File: src/rtl/instruction_fetch.sv
// MIPS fetch stage: PC, instruction-memory address, and the IF/ID pipeline register.
// Optional stop-at-test-done behaviour is enabled by defining FETCH_HALT_EN.
module instruction_fetch #(
   parameter int unsigned      AW       = 6,
   parameter int unsigned      DW       = 32,
   parameter logic [AW-1:0]    RESET_PC = '0
) (
   input  logic          clk,
   input  logic          rst_n,
   input  logic          stall,
   input  logic          redirect_valid,
   input  logic [AW-1:0] redirect_pc,
   output logic [AW-1:0] imem_a,
   input  logic [DW-1:0] imem_rd,
   output logic [DW-1:0] if_instr,
   output logic [AW-1:0] if_pc,
   output logic [AW-1:0] if_pc_next,
   output logic          if_valid,
   output logic          halted
);

   logic [AW-1:0] pc;
   logic          run_c;

`ifdef FETCH_HALT_EN
   localparam logic [0:0]    RUN       = 1'b0;
   localparam logic [0:0]    HALT      = 1'b1;
   localparam logic [DW-1:0] DONE_WORD = DW'(32'h1000_0000);

   logic [0:0] state;
   logic [0:0] state_nxt;

   always_ff @(posedge clk or negedge rst_n) begin
      if (!rst_n) state <= RUN;
      else        state <= state_nxt;
   end

   // Halt only when the test-done word is actually delivered downstream.
   always_comb begin
      state_nxt = state;
      case (state)
         RUN:     if (!redirect_valid && !stall && imem_rd == DONE_WORD) state_nxt = HALT;
         HALT:    state_nxt = HALT;
         default: state_nxt = RUN;
      endcase
   end

   assign run_c  = (state == RUN);
   assign halted = (state == HALT);
`else
   assign run_c  = 1'b1;
   assign halted = 1'b0;
`endif

   // PC and IF/ID register; redirect beats stall, halt freezes everything but if_valid.
   always_ff @(posedge clk or negedge rst_n) begin
      if (!rst_n) begin
         pc       <= RESET_PC;
         if_instr <= '0;
         if_pc    <= '0;
         if_valid <= 1'b0;
      end else if (!run_c) begin
         if_valid <= 1'b0;
      end else if (redirect_valid) begin
         pc       <= redirect_pc;
         if_instr <= '0;
         if_valid <= 1'b0;
      end else if (!stall) begin
         pc       <= pc + AW'(1);
         if_instr <= imem_rd;
         if_pc    <= pc;
         if_valid <= 1'b1;
      end
   end

   assign imem_a     = pc;
   assign if_pc_next = if_pc + AW'(1);

endmodule
File: config.mk
export PLATFORM = sky130hd
export DESIGN_NAME = instruction_fetch
export DESIGN_NICKNAME = d
export VERILOG_FILES = /design/src/rtl/instruction_fetch.sv
export SDC_FILE = /design/constraint.sdc
export NUM_CORES = 1
export LEC_CHECK = 0
export BUFFER_PORTS_ARGS = -buffer_cell sky130_fd_sc_hd__buf_2
export CORE_MARGIN = 2
export CORE_UTILIZATION = 31
export CTS_BUF_LIST = sky130_fd_sc_hd__clkbuf_8
export CTS_CLUSTER_SIZE = 40
export DETAILED_ROUTE_END_ITERATION = 10
export PLACE_DENSITY = 0.59
export SYNTH_ARGS = -nofsm -noshare
export SYNTH_HDL_FRONTEND = slang
export SYNTH_SLANG_ARGS = --single-unit
export TNS_END_PERCENT = 100
File: constraint.sdc
create_clock -name clk -period 1.7 [get_ports clk]
set_clock_uncertainty 0.15 [all_clocks]
set_input_delay 0.17 -clock clk [delete_from_list [all_inputs] [get_ports clk]]
set_output_delay 0.17 -clock clk [all_outputs]
set_load 0.02 [all_outputs]
**Word-level counts from Yosys, hierarchy flattened**

Cells that the tools add are included.

- Add/sub/neg operators: 2
- Equality and inequality tests: 1
- Muxes and demuxes: 6
- Bitwise operators: 2
- Reduce and logical (&&, ||, !) cells: 1

Operators with widths:

| operator | count |
|---|---|
| two-way mux 32 bit | 2 |
| adder 6 x 1 -> 6 bit, second input constant | 2 |
| two-way mux 6 bit | 2 |
| two-way mux 1 bit | 2 |
| != test 2 x 1 -> 1 bit, second input constant | 1 |
| NOT 1 bit | 2 |
| AND reduction 2 bit | 1 |

- Bits in registers: 45
- Input port bits: 42
- Output and inout port bits: 52
- Logic and storage cells: 16

**Logic depth before layout (Yosys ltp)**

Gate-level depths: netlist (run 1).

- Depth after elaboration: 3
- Depth in mapped cells: 4
- Mapped depth without buffers: 4

**Least setup slack after synthesis (run 1)**

Ideal clock, no wire load.

- Path type: register to output
- Start point: register if_pc[0]
- End point: output port if_pc_next[4]
- Arrival: 1.189 ns
- Required time: 1.380 ns
- Setup slack: 0.191 ns
- Cell stages (with the launch flop): 4
- Path buffers: 0
- Cells stage by stage: dfrtp_1 ha_1 nand3_1 xnor2_1

- Longest elaborated chain between the ends: 1

RTL lines:

| element | RTL line | RTL |
|---|---|---|
| from (decl) | 16 | `output logic [AW-1:0] if_pc,` |
| from (signal assigned) | 71 | `if_pc <= pc;` |
| adder 6 x 1 -> 6 bit | 77 | `assign if_pc_next = if_pc + AW'(1);` |
| to (decl) | 17 | `output logic [AW-1:0] if_pc_next,` |

Every way passes these cells.

**Worst setup path in the final report (run 1)**

- Start point: register if_pc[1]
- End point: output port if_pc_next[4]

Same word-level chain as after synthesis.

==> results.md, run 1 <==
- Nets: 343
- Max FO, Critical Path: 5
- Final setup fails: 0
- Max Freq: 0.619 GHz
- Critical path arrival: 1290 ps
- Vias per cell: 4.41
- Buffers added on ports: 92
- CP Data Required Time: 1380 ps
- Worst Setup Start Kind: register
- Die X: 83.4 um
- Row count: 28
- Area occupied by multi-input gates: 757 um^2
- Setup TNS: 0 ps
- Switching Fraction: 31.5%
- Seq. cell area: 1130 um^2
- Synth Instances: 166
- P_int: 1.73 mW
- Num CTS Buffers: 5
- Total setup buffers inserted after CTS: 0
- Drt first pass iters: 2
- Longest Clk Path Bufs: 2
- First-iteration detailed-routing DRC count: 52
- Unrepaired setup endpoints after global routing: no
- GRT overflow: 0
- Post-synthesis cell area: 1950 um^2
- Clock Sinks: 45
- Critical path class: register to primary output
- Hold/Removal Path Class: input pin to register
- Vias in the first global route: 1,736
- Post-layout min period: 1610 ps
- Fin. Hold Viols: 0
- Lkg Pwr: 1.60 nW
- WL per Instance: 12.4 um
- Register area share after synthesis: 57.7%
- Gp weighted congestion: 0.712
- VDD IR-drop max: 534 uV
- Clk pwr share: 24.9%
- Routed Antenna Nets: 0
- Largest net degree at the start of global routing: 26
- Top cell type's share of synthesized area: 57.7%
- TritonCTS clock tree: done
- Vias: 1,652
- Critical Path Sink Type: primary output
- Clk Latency, worst-skew pair: 280 ps
- Synth area leader: dfrtp_1
- DP HPWL: 3100 um
- Sequential share of power: 49.1%
- Top-level I/O count: 94
- Share of layout cells above drive strength 1: 37.0%
- Yosys warns: 0
- Syn_nets: 210
- Initial Util: 32.6%
- Worst-Margin Slew: 535 ps
- Antenna cells: 0
- All-layer global routing usage: 14.0%
- Core Region: 5990 um^2
- P per Cell Area: 853 nW/um^2
- Initial antenna violation count: 0
- Slew margin rel.: 64.3%
- Synth cell types: 24
- H-tree depth reported by CTS: 2
- Seq cells post-synth: 45
- Die height: 83.4 um
- Synth top area cells: dfrtp_1 58%, mux2i_1 17%, nor2_1 6.1%
- Status: completed
- Combinational Power Share: 26.0%
- Number of max-cap violations: 0
- Fillers: 567
- Drt total wl: 4650 um
- Synthesized area per cell: 11.8 um^2
- Final period util: 95.0%
- Core Util, Final: 49.5%
- Max-slew violations: 0
- Root buf cell: clkbuf_8
- Clock slew at reported path FFs: 80 ps
- First-pass GRT wire length: 8000 um
- Psw: 0.797 mW
- Remaining DRCs: 0
- Synth-to-layout area growth: 52.0%
- Die area: 6950 um^2
==> kinds of logic after synthesis <==
group / Yosys count / synth area share (%)
AOI/OAI and AO/OA: 8 / 2.05
xor gates and xnor gates: 8 / 3.59
adders and majority gates: 2 / 1.28
buffers and inverters: 12 / 3.72
DFF: 45 / 57.7
muxes: 38 / 19.8
other: 1 / 0.192
and+or+nand+nor: 52 / 11.7
==> per-stage QoR <==
| stage | setup WS [ps] | hold slack (ps) | area (um^2) | std cells | power [mW] |
|---|---|---|---|---|---|
| after global routing | 1.89 | 74.4 | 2970 | 375 | 2.68 |
| after detailed placement | 363 | 35.8 | 2490 | 328 | 1.86 |
| after CTS | 39.9 | 65.9 | 2970 | 375 | 2.57 |
| after global placement | 388 | 30.3 | 2490 | 328 | 1.85 |
| after floorplan | 191 | -276 | 1950 | 166 | 1.62 |
| final | 85.3 | 77.4 | 2970 | 375 | 2.53 |
==> Yosys cell counts, drive strengths merged <==
master	number
a21oi	1
and3	1
buf	8
clkbuf	2
conb	1
dfrtp	45
ha	2
inv	2
mux2	5
mux2i	33
nand2	7
nand3	5
nand3b	1
nand4b	2
nor2	33
nor2b	2
o21ai	7
or4	1
xnor2	4
xor2	4
==> critical path, stage by stage (launching register included) <==
cell     delay, ps
dfrtp_1        410
ha_2           200
nand3_1         90
xnor2_1        130
buf_2          180
==> cell usage in the layout, fill, tap and decap left out, types with 2 or more instances in the layout <==
cell type	n
dfrtp_1	45
inv_1	3
dlygate4sd3_1	39
mux2i_1	33
clkbuf_8	5
clkinv_2	2
o21ai_0	7
nor2b_1	2
xor2_1	4
buf_4	4
nor2_1	32
nand3_1	5
buf_2	92
mux2_2	5
nand4b_1	2
nand2_1	7
xnor2_1	4
==> per-layer routing <==
layer	up-vias	track usage (%)	part of all wire, %
met5	-	0	0
met4	0	3.13	0.32
met3	2	3.58	5.9
met2	58	24.4	49
met1	779	17.3	45
li1	813	-	-
==> area by class of cell <==
cell class | count | area share, %
Sequential cell | 45 | 37.9
Tap cell | 75 | 3.16
Inverter | 2 | 0.253
Clock buffer | 5 | 2.32
Clock inverter | 3 | 0.464
Timing Repair Buffer | 136 | 30.4
Multi-Input combinational cell | 109 | 25.5
==> power groups by stage <==
stage	Combinational, mW	Clock (mW)	Sequential (mW)
after floorplan	0.257	0	1.37
after global placement	0.592	0	1.26
after detailed placement	0.598	0	1.26
after CTS	0.666	0.665	1.24
after global routing	0.717	0.701	1.26
final	0.658	0.631	1.24
==> sequential cells by signal (all words and copies together), names as in the netlist <==
signal,count
if_instr,32
if_pc,6
if_valid,1
imem_a,6
==> final timing paths <==
check	cells after the start	start	slack, ps	end
max	4	if_pc[1]	90	if_pc_next[4]
min	3	redirect_valid	80	imem_a[5]
max reg2reg	3	imem_a[2]	360	imem_a[5]
min reg2reg	2	if_instr[6]	370	if_instr[6]
max in group asynchronous	3	rst_n	650	if_instr[8]
min in group asynchronous	2	rst_n	240	if_instr[15]
==> repair_timing <==
item,CTS,global route
endpoints found under the setup margin,0,1
endpoints found under the hold margin,59,0
resized for setup,0,1
hold buffers,39,0
(Power assumes the default switching activity.)
==> run 2: changes to the inputs <==
==> constraint.sdc (replaced) <==
create_clock -name clk -period 1.7 [get_ports clk]
set_clock_uncertainty 0.15 [all_clocks]
set_input_delay 0.34 -clock clk [delete_from_list [all_inputs] [get_ports clk]]
set_output_delay 0.34 -clock clk [all_outputs]
set_load 0.02 [all_outputs]
==> results.md, run 2 (synthesis gave the netlist of run 1 again) <==
- VDD IR-drop max: 443 uV (-17%)
- P per Cell Area: 942 nW/um^2 (+11%)
- Longest Clk Path Bufs: 2 (unchanged)
- Power, Total: 2.50 mW (-1.1%)
- Final setup fails: 3 (+3)
- DP HPWL: 2940 um (-5.2%)
- Vias in the first global route: 1,590 (-8.4%)
- CP Data Required Time: 1210 ps (-170 ps)
- CP cell instances: ha_2 -> nand3_2 -> xnor2_1 -> buf_4
- Die X: 83.4 um (unchanged)
- Share of layout cells above drive strength 1: 43.4% (+6.4 points)
- Initial antenna violation count: 0 (unchanged)
- Antenna cells: 0 (unchanged)
- Grt met3 use: 3.58% (unchanged)
- Remaining DRCs: 0 (unchanged)
- Critical path class: register to primary output
- Vias per cell: 4.51 (+2.5%)
- Clock Sinks: 45 (unchanged)
- Met2 Use GR: 21.4% (-3.0 points)
- Max Freq: 0.566 GHz (-8.6%)
- Layout Cells excl Fill: 342 (-8.8%)
- Num CTS Buffers: 5 (unchanged)
- Drt total wl: 4100 um (-12%)
- Setup TNS: -140 ps (-140 ps)
- GR peak layer: met2
- Cells on Worst Hold Path: 3 (unchanged)
- Inst Count DP: 329 (+0.30%)
- Gp weighted congestion: 0.743 (+4.4%)
- Status: complete, but fails checks
- TritonCTS clock tree: done
- Failing checks: negative setup slack
- First-pass GRT wire length: 7260 um (-9.2%)
- Reg-to-Reg Start: imem_a[0]
- CP max stage delay: 400 ps (about the same)
- Buffers added on ports: 92 (unchanged)
- WL per Instance: 12.0 um (-3.4%)
- Row count: 28 (unchanged)
- Reg2Reg Setup Slack: 380 ps (+20 ps)
- First-iteration detailed-routing DRC count: 51 (-1.9%)
- Clk Latency, worst-skew pair: 280 ps (about the same)
- Clock slew at reported path FFs: 80 ps (about the same)
- Max FO, Critical Path: 4 (-1)
- Most common cell after layout, fill and taps aside: buf_2
- GRT overflow: 0 (unchanged)
- Nets: 310 (-9.6%)
- Lkg Pwr: 1.48 nW (-7.7%)
- Hold/Removal Path Class: input pin to register
- Critical path arrival: 1280 ps (about the same)
- Worst Setup Start Kind: register
- Most frequent cells in the layout: 88 x buf_2, 44 x dfrtp_1, 33 x mux2i_1
- H-tree depth reported by CTS: 2 (unchanged)
- Global-route track usage on met1: 15.4% (-1.9 points)
- Critical Path Sink Type: primary output
- Number of max-cap violations: 0 (unchanged)
- PnR worst setup slack: -67.5 ps (-153 ps)
- Routed Antenna Nets: 0 (unchanged)
- Slowest-stage cell, CP: dfrtp_1
- Die height: 83.4 um (unchanged)
- Core Region: 5990 um^2 (unchanged)
- Initial Util: 32.6% (unchanged)
- Root buf cell: clkbuf_8
- Synth-to-layout area growth: 35.9%
- All-layer global routing usage: 12.6% (-1.3 points)
- Max FFs per register: 32 (unchanged)
- Vias: 1,544 (-6.5%)
- Top-level I/O count: 94 (unchanged)
- Die area: 6950 um^2 (unchanged)
- Max-slew violations: 0 (unchanged)
- Fin. Hold Viols: 0 (unchanged)
- R2R cell count: 4 (+1)
- Core Util, Final: 44.3% (-5.2 points)
- Final period util: 104% (+9.0 points)
- Largest net degree at the start of global routing: 46 (+77%)
- R2r endpoint: imem_a[2]
- Unrepaired setup endpoints after global routing: yes
- Drt first pass iters: 4 (+2)
- Post-layout min period: 1770 ps (+153 ps)
- Biggest register: if_instr
- Hold path startpoint: redirect_pc[0]
- Worst hold endpoint: imem_a[0]
-- run 2: cell count changes in the layout (fill, tap and decap cells not counted) --
cell | previous run | this run
dlygate4sd3_1 | 39 | 1
buf_4 | 4 | 11
buf_2 | 92 | 88
clkinv_2 | 2 | 0
inv_1 | 3 | 5
buf_12 | 1 | 2
buf_6 | 0 | 1
dfrtp_1 | 45 | 44
dfrtp_2 | 0 | 1
nand3_1 | 5 | 4
nand3_2 | 0 | 1
-- run 2: critical path: cells and delay by family (launching register included) --
family,cells,cell delay (ps)
flip-flops,1,400
adder cells (fa/ha/maj),1,220
buffers and inverters,1,160
XOR/XNOR,1,140
AND/OR/NAND/NOR,1,80
-- run 2: cell type report --
cell class | count | area, um^2
fillers | 591 | 3340
flip-flops and latches | 45 | 1130
multi-input cells | 109 | 762
repair buffers | 103 | 584
well taps | 75 | 93.8
clock buffers | 5 | 68.8
clock inverters | 3 | 11.3
inverters | 2 | 7.51
-- run 2: through the flow --
| stage | cell area (um^2) | hold WS [ps] | setup WS, ps |
|---|---|---|---|
| 2_1_floorplan | 1950 | -106 | 21.0 |
| 3_3_place_gp | 2510 | 192 | 218 |
| 3_5_place_dp | 2510 | 192 | 207 |
| 4_1_cts | 2640 | 104 | -78.4 |
| 5_1_grt | 2660 | 130 | -151 |
| 6_report | 2660 | 116 | -67.5 |
-- run 2: worst max path at each step --
stage	from	slack [ps]	to	depth (start not counted)
after floorplan	if_pc[0]	20	if_pc_next[4]	3
after global placement	if_pc[0]	220	if_pc_next[4]	4
after detailed placement	if_pc[0]	210	if_pc_next[4]	4
after CTS	if_pc[1]	-80	if_pc_next[5]	4
after global routing	if_pc[1]	-150	if_pc_next[4]	4
final	if_pc[1]	-70	if_pc_next[4]	4
-- run 2: what timing repair did --
item,4_1_cts,5_1_grt
pin swaps,2,1
setup endpoints to repair,3,5
resized for setup,4,4
hold endpoints to repair,45,0
hold buffers,1,0
setup buffers,3,1
-- run 2: report_power, final --
| group | leakage [nW] | internal (mW) | switching, mW |
|---|---|---|---|
| logic | 0.841 | 0.290 | 0.366 |
| registers | 0.582 | 1.16 | 0.0753 |
| clock network | 0.0519 | 0.275 | 0.337 |
-- run 2: routing by layer --
layer | part of all wire [%] | routed length [um] | up-vias
met5 | 0 | 0 | -
met4 | 0.93 | 38 | 0
met1 | 43 | 1780 | 733
met2 | 48 | 1980 | 58
met3 | 7.3 | 300 | 4
li1 | - | - | 749
